===== src/rtl/re_result_deserializer_32.sv =====
`default_nettype none
// ============================================================================
//  Module   : re_result_deserializer_32
//  Purpose  : Gathers the serial per-element results of the recurrent linear
//             stage (one word per done pulse) into a parallel N_ELEM-word
//             vector tagged with its gate (z/r/h). A two-bank ping-pong buffer
//             lets the next frame fill while the previous one waits for the
//             gate activation / GRU combine consumer.
//  Ports    :
//    clk        in   clock
//    rst_n      in   synchronous active-low reset
//    in_valid   in   result word present (linear stage done)
//    in_data    in   result word (linear stage dout)
//    in_gate    in   gate tag, sampled on the element-0 beat (3 = reserved)
//    flush      in   discard the partially filled write bank
//    in_ready   out  write bank can accept a word
//    out_valid  out  read bank holds a complete frame
//    out_ready  in   consumer accepts the frame
//    out_vec    out  read-bank contents, element i at index i
//    out_gate   out  gate tag of the read bank
//    overflow   out  sticky: a word arrived while in_ready was low
//    bad_gate   out  sticky: reserved tag 3 sampled at element 0
//  Revision : 1.0  initial release
// ============================================================================
module re_result_deserializer_32 #(
  parameter int N_ELEM = 32,  // power of two, 1..32
  parameter int W      = 32
) (
  input  logic         clk,
  input  logic         rst_n,
  input  logic         in_valid,
  input  logic [W-1:0] in_data,
  input  logic [1:0]   in_gate,
  input  logic         flush,
  output logic         in_ready,
  output logic         out_valid,
  input  logic         out_ready,
  output logic [W-1:0] out_vec [N_ELEM-1:0],
  output logic [1:0]   out_gate,
  output logic         overflow,
  output logic         bad_gate
);

  // Index width; a single-element frame still needs a 1-bit counter.
  localparam int IDX_W = (N_ELEM > 1) ? $clog2(N_ELEM) : 1;

  localparam logic [IDX_W-1:0] c_idx_last = IDX_W'(N_ELEM - 1);
  localparam logic [IDX_W-1:0] c_idx_one  = IDX_W'(1);
  localparam logic [1:0]       c_gate_rsv = 2'd3;

  // --------------------------------------------------------------------------
  // State
  // --------------------------------------------------------------------------
  logic [W-1:0]     r_mem [2][N_ELEM];
  logic [1:0]       r_full;
  logic [1:0]       r_gate [2];
  logic             r_wr_bank;
  logic             r_rd_bank;
  logic [IDX_W-1:0] r_wr_idx;
  logic             r_overflow;
  logic             r_bad_gate;

  // --------------------------------------------------------------------------
  // Control decode (registered state plus this cycle's handshakes)
  // --------------------------------------------------------------------------
  logic w_in_ready;
  logic w_out_valid;
  logic w_wr_beat;
  logic w_wr_last;
  logic w_wr_first;
  logic w_drop;
  logic w_rd_fire;

  assign w_in_ready  = !r_full[r_wr_bank];
  assign w_out_valid = r_full[r_rd_bank];

  // flush wins over any word presented in the same cycle, and a word
  // discarded by flush is not an overflow.
  assign w_wr_beat  = in_valid && w_in_ready && !flush;
  assign w_drop     = in_valid && !w_in_ready && !flush;
  assign w_wr_first = (r_wr_idx == '0);
  assign w_wr_last  = (r_wr_idx == c_idx_last);
  assign w_rd_fire  = w_out_valid && out_ready;

  // --------------------------------------------------------------------------
  // Frame storage. Cleared on reset so out_vec reads all-zero afterwards;
  // never cleared on consume, so out_vec is only meaningful with out_valid.
  // --------------------------------------------------------------------------
  always_ff @(posedge clk) begin
    if (!rst_n) begin
      for (int b = 0; b < 2; b++) begin
        for (int e = 0; e < N_ELEM; e++) begin
          r_mem[b][e] <= '0;
        end
      end
    end else if (w_wr_beat) begin
      r_mem[r_wr_bank][r_wr_idx] <= in_data;
    end
  end

  // --------------------------------------------------------------------------
  // Bank bookkeeping
  // --------------------------------------------------------------------------
  always_ff @(posedge clk) begin
    if (!rst_n) begin
      r_full     <= '0;
      r_gate[0]  <= '0;
      r_gate[1]  <= '0;
      r_wr_bank  <= 1'b0;
      r_rd_bank  <= 1'b0;
      r_wr_idx   <= '0;
      r_overflow <= 1'b0;
      r_bad_gate <= 1'b0;
    end else begin
      // Write side
      if (flush) begin
        r_wr_idx <= '0;
      end else if (w_wr_beat) begin
        if (w_wr_first) begin
          r_gate[r_wr_bank] <= in_gate;
          if (in_gate == c_gate_rsv) begin
            r_bad_gate <= 1'b1;
          end
        end
        if (w_wr_last) begin
          r_full[r_wr_bank] <= 1'b1;
          r_wr_bank         <= ~r_wr_bank;
          r_wr_idx          <= '0;
        end else begin
          r_wr_idx <= r_wr_idx + c_idx_one;
        end
      end

      if (w_drop) begin
        r_overflow <= 1'b1;
      end

      // Read side. A fill only targets an empty bank and a consume only a
      // full one, so the two never touch the same full bit in one cycle.
      if (w_rd_fire) begin
        r_full[r_rd_bank] <= 1'b0;
        r_rd_bank         <= ~r_rd_bank;
      end
    end
  end

  // --------------------------------------------------------------------------
  // Outputs: all derived from registered state only
  // --------------------------------------------------------------------------
  assign in_ready  = w_in_ready;
  assign out_valid = w_out_valid;
  assign out_gate  = r_gate[r_rd_bank];
  assign overflow  = r_overflow;
  assign bad_gate  = r_bad_gate;

  for (genvar i = 0; i < N_ELEM; i++) begin : g_out_vec
    assign out_vec[i] = r_mem[r_rd_bank][i];
  end

endmodule
`default_nettype wire


===== config.mk =====
export PLATFORM = sky130hd
export DESIGN_NAME = re_result_deserializer_32
export DESIGN_NICKNAME = d
export VERILOG_FILES = /design/src/rtl/re_result_deserializer_32.sv
export SDC_FILE = /design/constraint.sdc
export NUM_CORES = 2
export LEC_CHECK = 0
export BUFFER_PORTS_ARGS = -buffer_cell sky130_fd_sc_hd__buf_4
export CAP_MARGIN = 5
export CORE_MARGIN = 2
export CORE_UTILIZATION = 40
export DETAILED_ROUTE_END_ITERATION = 16
export PLACE_DENSITY_LB_ADDON = 0.1
export SLEW_MARGIN = 5
export SYNTH_ARGS = -nofsm -noshare
export SYNTH_HDL_FRONTEND = slang
export SYNTH_SLANG_ARGS = --single-unit

===== constraint.sdc =====
create_clock -name clk -period 9.6 [get_ports clk]
set_input_delay 0.48 -clock clk [delete_from_list [all_inputs] [get_ports clk]]
set_output_delay 0.48 -clock clk [all_outputs]
set_load 0.01 [all_outputs]

# After elaboration in Yosys (flattened, before gate mapping)
# Memories as Yosys holds them, arrays and structs flattened. A register that Yosys moved wholly into a read port is not among the register bits.
# Cells that the tools add are included.
[word_totals]
ff_bits = 11
ramBits = 2052
wordCells = 76
memories = 2
[memory_table]
columns = ["memory", "words", "word_bits", "rd", "rd_ports_with_merged_regs", "wr", "line", "rtl"]
rows = [
  ["r_mem", 2, 1024, 1, 1, 2, "54", "logic [W-1:0] r_mem [2][N_ELEM];"],
  ["r_gate", 2, 2, 1, 1, 2, "56", "logic [1:0] r_gate [2];"],
]
[op_classes]
add_sub_neg = 1
magnitude_cmp = 6
n_eq_ne = 2
n_mux = 35
bitwise = 8
reduce_logical = 16
[op_table]
columns = ["cell", "n"]
rows = [
  ["2-to-1 mux 1024 bit", 3],
  ["OR reduction 1024 bit", 1],
  ["demux 32 bit (select 5 bit)", 1],
  ["2-to-1 mux 32 bit", 1],
  ["2-to-1 mux 1 bit", 21],
  ["2-to-1 mux 2 bit", 6],
  ["logical AND 1 bit", 8],
  [">= comparator 6 bit (second input constant)", 1],
  ["< comparator 6 x 1 -> 1 bit (second input constant)", 1],
  ["NOT 5 -> 6 bit", 1],
  ["adder 5 x 1 -> 5 bit (second input constant)", 1],
  ["equality test 5 bit (second input constant)", 1],
  ["logical NOT 5 bit", 1],
  ["2-to-1 mux 5 bit", 1],
  ["< comparator 1 x 2 -> 1 bit (second input constant)", 2],
  ["NOT 1 bit", 4],
  ["AND reduction 4 bit", 1],
  ["OR reduction 2 bit", 2],
  ["AND reduction 3 bit", 1],
  ["AND 2 bit", 1],
  ["demux 1 bit (select 1 bit)", 2],
  ["equality test 2 bit (second input constant)", 1],
  [">= comparator 1 bit (second input constant)", 2],
  ["logical NOT 1 bit", 2],
  ["2 further kinds", 2],
]

# Longest topological paths before layout
[logic_depth]
ltp_word = 11
ltp_mapped = 8
ltp_nobuf = 7

# Least setup slack after synthesis
# OpenSTA, ideal clock, no wires.
[synth_timing]
path_type = "input to register"
startpoint = "in rst_n"
endpoint = "mem r_mem[1][960] (netlist name) (enable)"
t_arrival_ns = 3.901
setup_slack_ns = 5.233
path_stages = 5
path_buffers = 2
cell_sequence = "or4b_4 -> or3_1 -> buf_2 -> buf_2 -> o21ai_0"
[synth_lines]
columns = ["item", "line", "rtl"]
rows = [
  ["start: declaration", "30", "input logic rst_n,"],
  ["end: declaration", "54", ""],
]

==> run metrics <==
Placeable Area 202000 µm²; fraction of layout instances using a drive strength above 1 43.3%; Post CTS Setup Buffer Count 0; number of buffer cells added on primary ports 1068; maximum net fanout on the critical path 125; number of max-slew violations in the final report 0; Sw Ratio 23.1%; Max Clock Freq 209 MHz; Chip Width 454 µm; drt via density 5.57; total vias in the final route 48859; reg-to-reg critical path startpoint r_wr_bank$_SDFFE_PN0P_; Avg WL per Cell 37.0 µm; sum of routed wire length over all layers 325000 µm; Pwr Density 198 nW/µm²; FF-to-FF path depth 6; synthesized flop and latch total 2064; final clock period utilization by the worst path 49.8%; crit path launch type flip-flop; multi-input logic area 19000 µm²; setup total negative slack 0 ns; overall fraction of global-route tracks in use 30.6%; part of the Yosys area used for sequential elements 76.3%; total DRC errors in the routed layout 0; Flop pwr share 52.2%; final net count 5968; final core area utilization 49.5%; setup slack of the worst register-to-register path 4.86 ns; maximum clock insertion buffer count 3; type of the worst setup path flip-flop to primary output; P_leak 0.0365 µW; clock latency at the later pin of the worst-skew pair 0.88 ns; first drt pass iteration count 5; Worst IR Drop VDD 0.170 mV; average instance area after synthesis 16.6 µm²; clock buffer count from CTS 213; wire length of the first global-routing pass 421000 µm; combinational fraction of design power 6.7%; Tmin final 4.78 ns; Worst Hold Endpoint overflow$_SDFFE_PN0P_; # resized after CTS 0; status complete, no violations; worst endpoint required time 9.12 ns; # rows 165; distinct cell type count after synthesis 47; largest net degree at the start of global routing 192; Rel. slew slack 1.85%; full die area 206000 µm²; flip-flop and latch area 61900 µm²; total count of hold-check failures in the final report 0; Synth Cell Area 81000 µm²; Slew @ Worst Pin 1.47 ns; DP Wirelength 205000 µm; number of global-route vias before repair 47177; CTS tree built; initial core utilization 40.2%; setup violators final 0; initial antenna violation count 34; RSZ-0062 raised after global routing false; count of clock tree sinks 2064; Reg clk slew, reported paths 0.06 ns; CTS HTree Levels 4; area grow syn2layout 23.2%; violation count after the first detailed-route iteration 5505; DIE HEIGHT 454 µm; instance count along the most critical hold path 4; antenna-violating nets left 0; post-synthesis cell count 4875; count of hold buffers inserted by post-cts repair 3; count of max-cap constraint violations 0; CTS root buffer sky130_fd_sc_hd__clkbuf_16; critical path data arrival time 4.30 ns; internal power consumption 15200 µW; kind of path behind the tightest hold check input pin to flip-flop; number of placed I/O pins 1069; placer congestion estimate 0.836; number of warnings issued by yosys 0; Placed Cells 8378; count of non-filler cells in the finished layout 8778; Clock Power Share 41.1%; endpoint of the worst-slack reg-to-reg timing path r_mem[0][693]$_SDFFCE_PN0P_; clock tree skew after final layout 0.0194 ns; switching power of the nets 4560 µW; start point of the worst hold path flush; net count after synthesis 4919; element type at the critical path end primary output; Overflow after GRT 0; number of fillers in the final layout 17216
==> worst max-delay path: stages, from the launching register on <==
cell and delay [ns]:
sky130_fd_sc_hd__dfxtp_4 1.06, sky130_fd_sc_hd__buf_12 0.57, sky130_fd_sc_hd__buf_4 0.98, sky130_fd_sc_hd__mux2_2 0.52, sky130_fd_sc_hd__buf_4 0.17
==> cells in the mapped netlist (all sizes together) <==
cell        n  area [µm²]
ha          5        62.6
a211oi      1        7.51
dfxtp      12         240
mux2     1028       11600
clkbuf    259         972
inv         9        33.8
nor4        2        12.5
a311oi      3        26.3
nor2      943        3560
mux2i       1        10.0
o22ai       2        12.5
o2bb2ai     1        8.76
o211ai      2        15.0
a21o        2        15.0
nand3      50         295
edfxtp   2052       61600
clkinv      1        3.75
or3         2        12.5
a221o       1        10.0
or4b        1        13.8
o21ai      65         325
nand4       1        6.26
and3       37         231
a21oi      42         210
and2       98         613
nor3        5        41.3
nor3b       1        7.51
or4         2        15.0
o221ai      1        8.76
nand2     152         571
a21boi      1        7.51
a31oi       2        12.5
a22oi       1        7.51
nand4b      1        8.76
nor2b       4        25.0
nand2b      6        37.5
a221oi      1        8.76
buf        78         399
==> cell usage in the layout (no fill, tap or decap), types with 6 or more instances in the layout <==
cell / synthesis / routed
sky130_fd_sc_hd__mux2_2: 1027 / 1027
sky130_fd_sc_hd__buf_4: 2 / 1162
sky130_fd_sc_hd__nand2_1: 152 / 114
sky130_fd_sc_hd__a21oi_1: 42 / 10
sky130_fd_sc_hd__nand3_2: 9 / 11
sky130_fd_sc_hd__clkbuf_1: 259 / 53
sky130_fd_sc_hd__clkinvlp_4: 0 / 7
sky130_fd_sc_hd__clkinv_1: 1 / 48
sky130_fd_sc_hd__edfxtp_1: 2052 / 2052
sky130_fd_sc_hd__a21oi_4: 0 / 32
sky130_fd_sc_hd__clkinv_2: 0 / 31
sky130_fd_sc_hd__dfxtp_1: 12 / 10
sky130_fd_sc_hd__bufinv_16: 0 / 13
sky130_fd_sc_hd__nand2b_1: 6 / 6
sky130_fd_sc_hd__and2_1: 98 / 98
sky130_fd_sc_hd__and3_1: 37 / 37
sky130_fd_sc_hd__clkbuf_16: 0 / 220
sky130_fd_sc_hd__diode_2: 0 / 12
sky130_fd_sc_hd__nor2_1: 941 / 938
sky130_fd_sc_hd__nand2_2: 0 / 37
sky130_fd_sc_hd__nand3_1: 41 / 38
sky130_fd_sc_hd__o21ai_4: 0 / 58
sky130_fd_sc_hd__inv_1: 9 / 8
==> per-layer routing <==
layer	up-vias	GRT usage (%)	wire length (µm)
met3	499	4.18	20300
met4	4	16.9	19700
met1	25855	38.8	125000
met5	-	0	23
li1	20090	-	-
met2	2411	50.9	160000
==> worst max path at each step <==
stage | start | end
floorplan | rst_n | r_mem[1][960]$_DFFE_PP_
global route | flip-flop | out_vec[348]
detailed placement | rst_n | r_mem[0][690]$_SDFFCE_PN0P_
CTS | flip-flop | out_vec[343]
finish | flip-flop | out_vec[85]
global placement | rst_n | r_mem[0][689]$_SDFFCE_PN0P_
==> final cells by class <==
| type | instances | area share, % |
|---|---|---|
| Timing Repair Buffer | 1171 | 8.88 |
| Clock buffer | 275 | 5.74 |
| Multi-Input combinational cell | 2464 | 19.0 |
| Sequential cell | 2064 | 61.9 |
| Clock inverter | 110 | 1.01 |
| Antenna cell | 12 | 0.0301 |
| Tap cell | 2672 | 3.35 |
| Inverter | 10 | 0.0426 |
==> sequential cells by signal (all words and copies together) (netlist names), named ones only <==
signal	count
r_mem	2048
r_wr_idx	5
r_gate	4
r_full	2
bad_gate	1
overflow	1
r_rd_bank	1
r_wr_bank	1
==> stage by stage <==
| stage | setup slack [ns] | power (µW) | area [µm²] | hold slack, ns |
|---|---|---|---|---|
| global route | 4.57 | 20200 | 99800 | 0.0938 |
| CTS | 4.68 | 19900 | 99800 | 0.0472 |
| floorplan | 5.23 | 11000 | 81000 | 0.477 |
| global placement | 4.03 | 11800 | 93100 | 0.499 |
| finish | 4.82 | 19800 | 99900 | 0.0981 |
| detailed placement | 3.95 | 11800 | 93100 | 0.501 |
==> power groups by stage <==
stage          clock (µW)  sequential [µW]  combinational [µW]
6_report             8120            10300                1330
3_3_place_gp            0            10500                1330
5_1_grt              8540            10400                1350
2_1_floorplan           0            10500                 500
4_1_cts              8200            10300                1340
3_5_place_dp            0            10500                1330
==> logic make-up after synthesis <==
kind of cell / share of synthesized area (%)
AO/OA/AOI/OAI: 0.834
adder cells (fa/ha/maj): 0.0772
buffers and inverters: 1.74
flip-flops: 76.3
multiplexers: 14.3
AND/OR/NAND/NOR: 6.72
No activity file was read; power rests on OpenSTA's default activity.
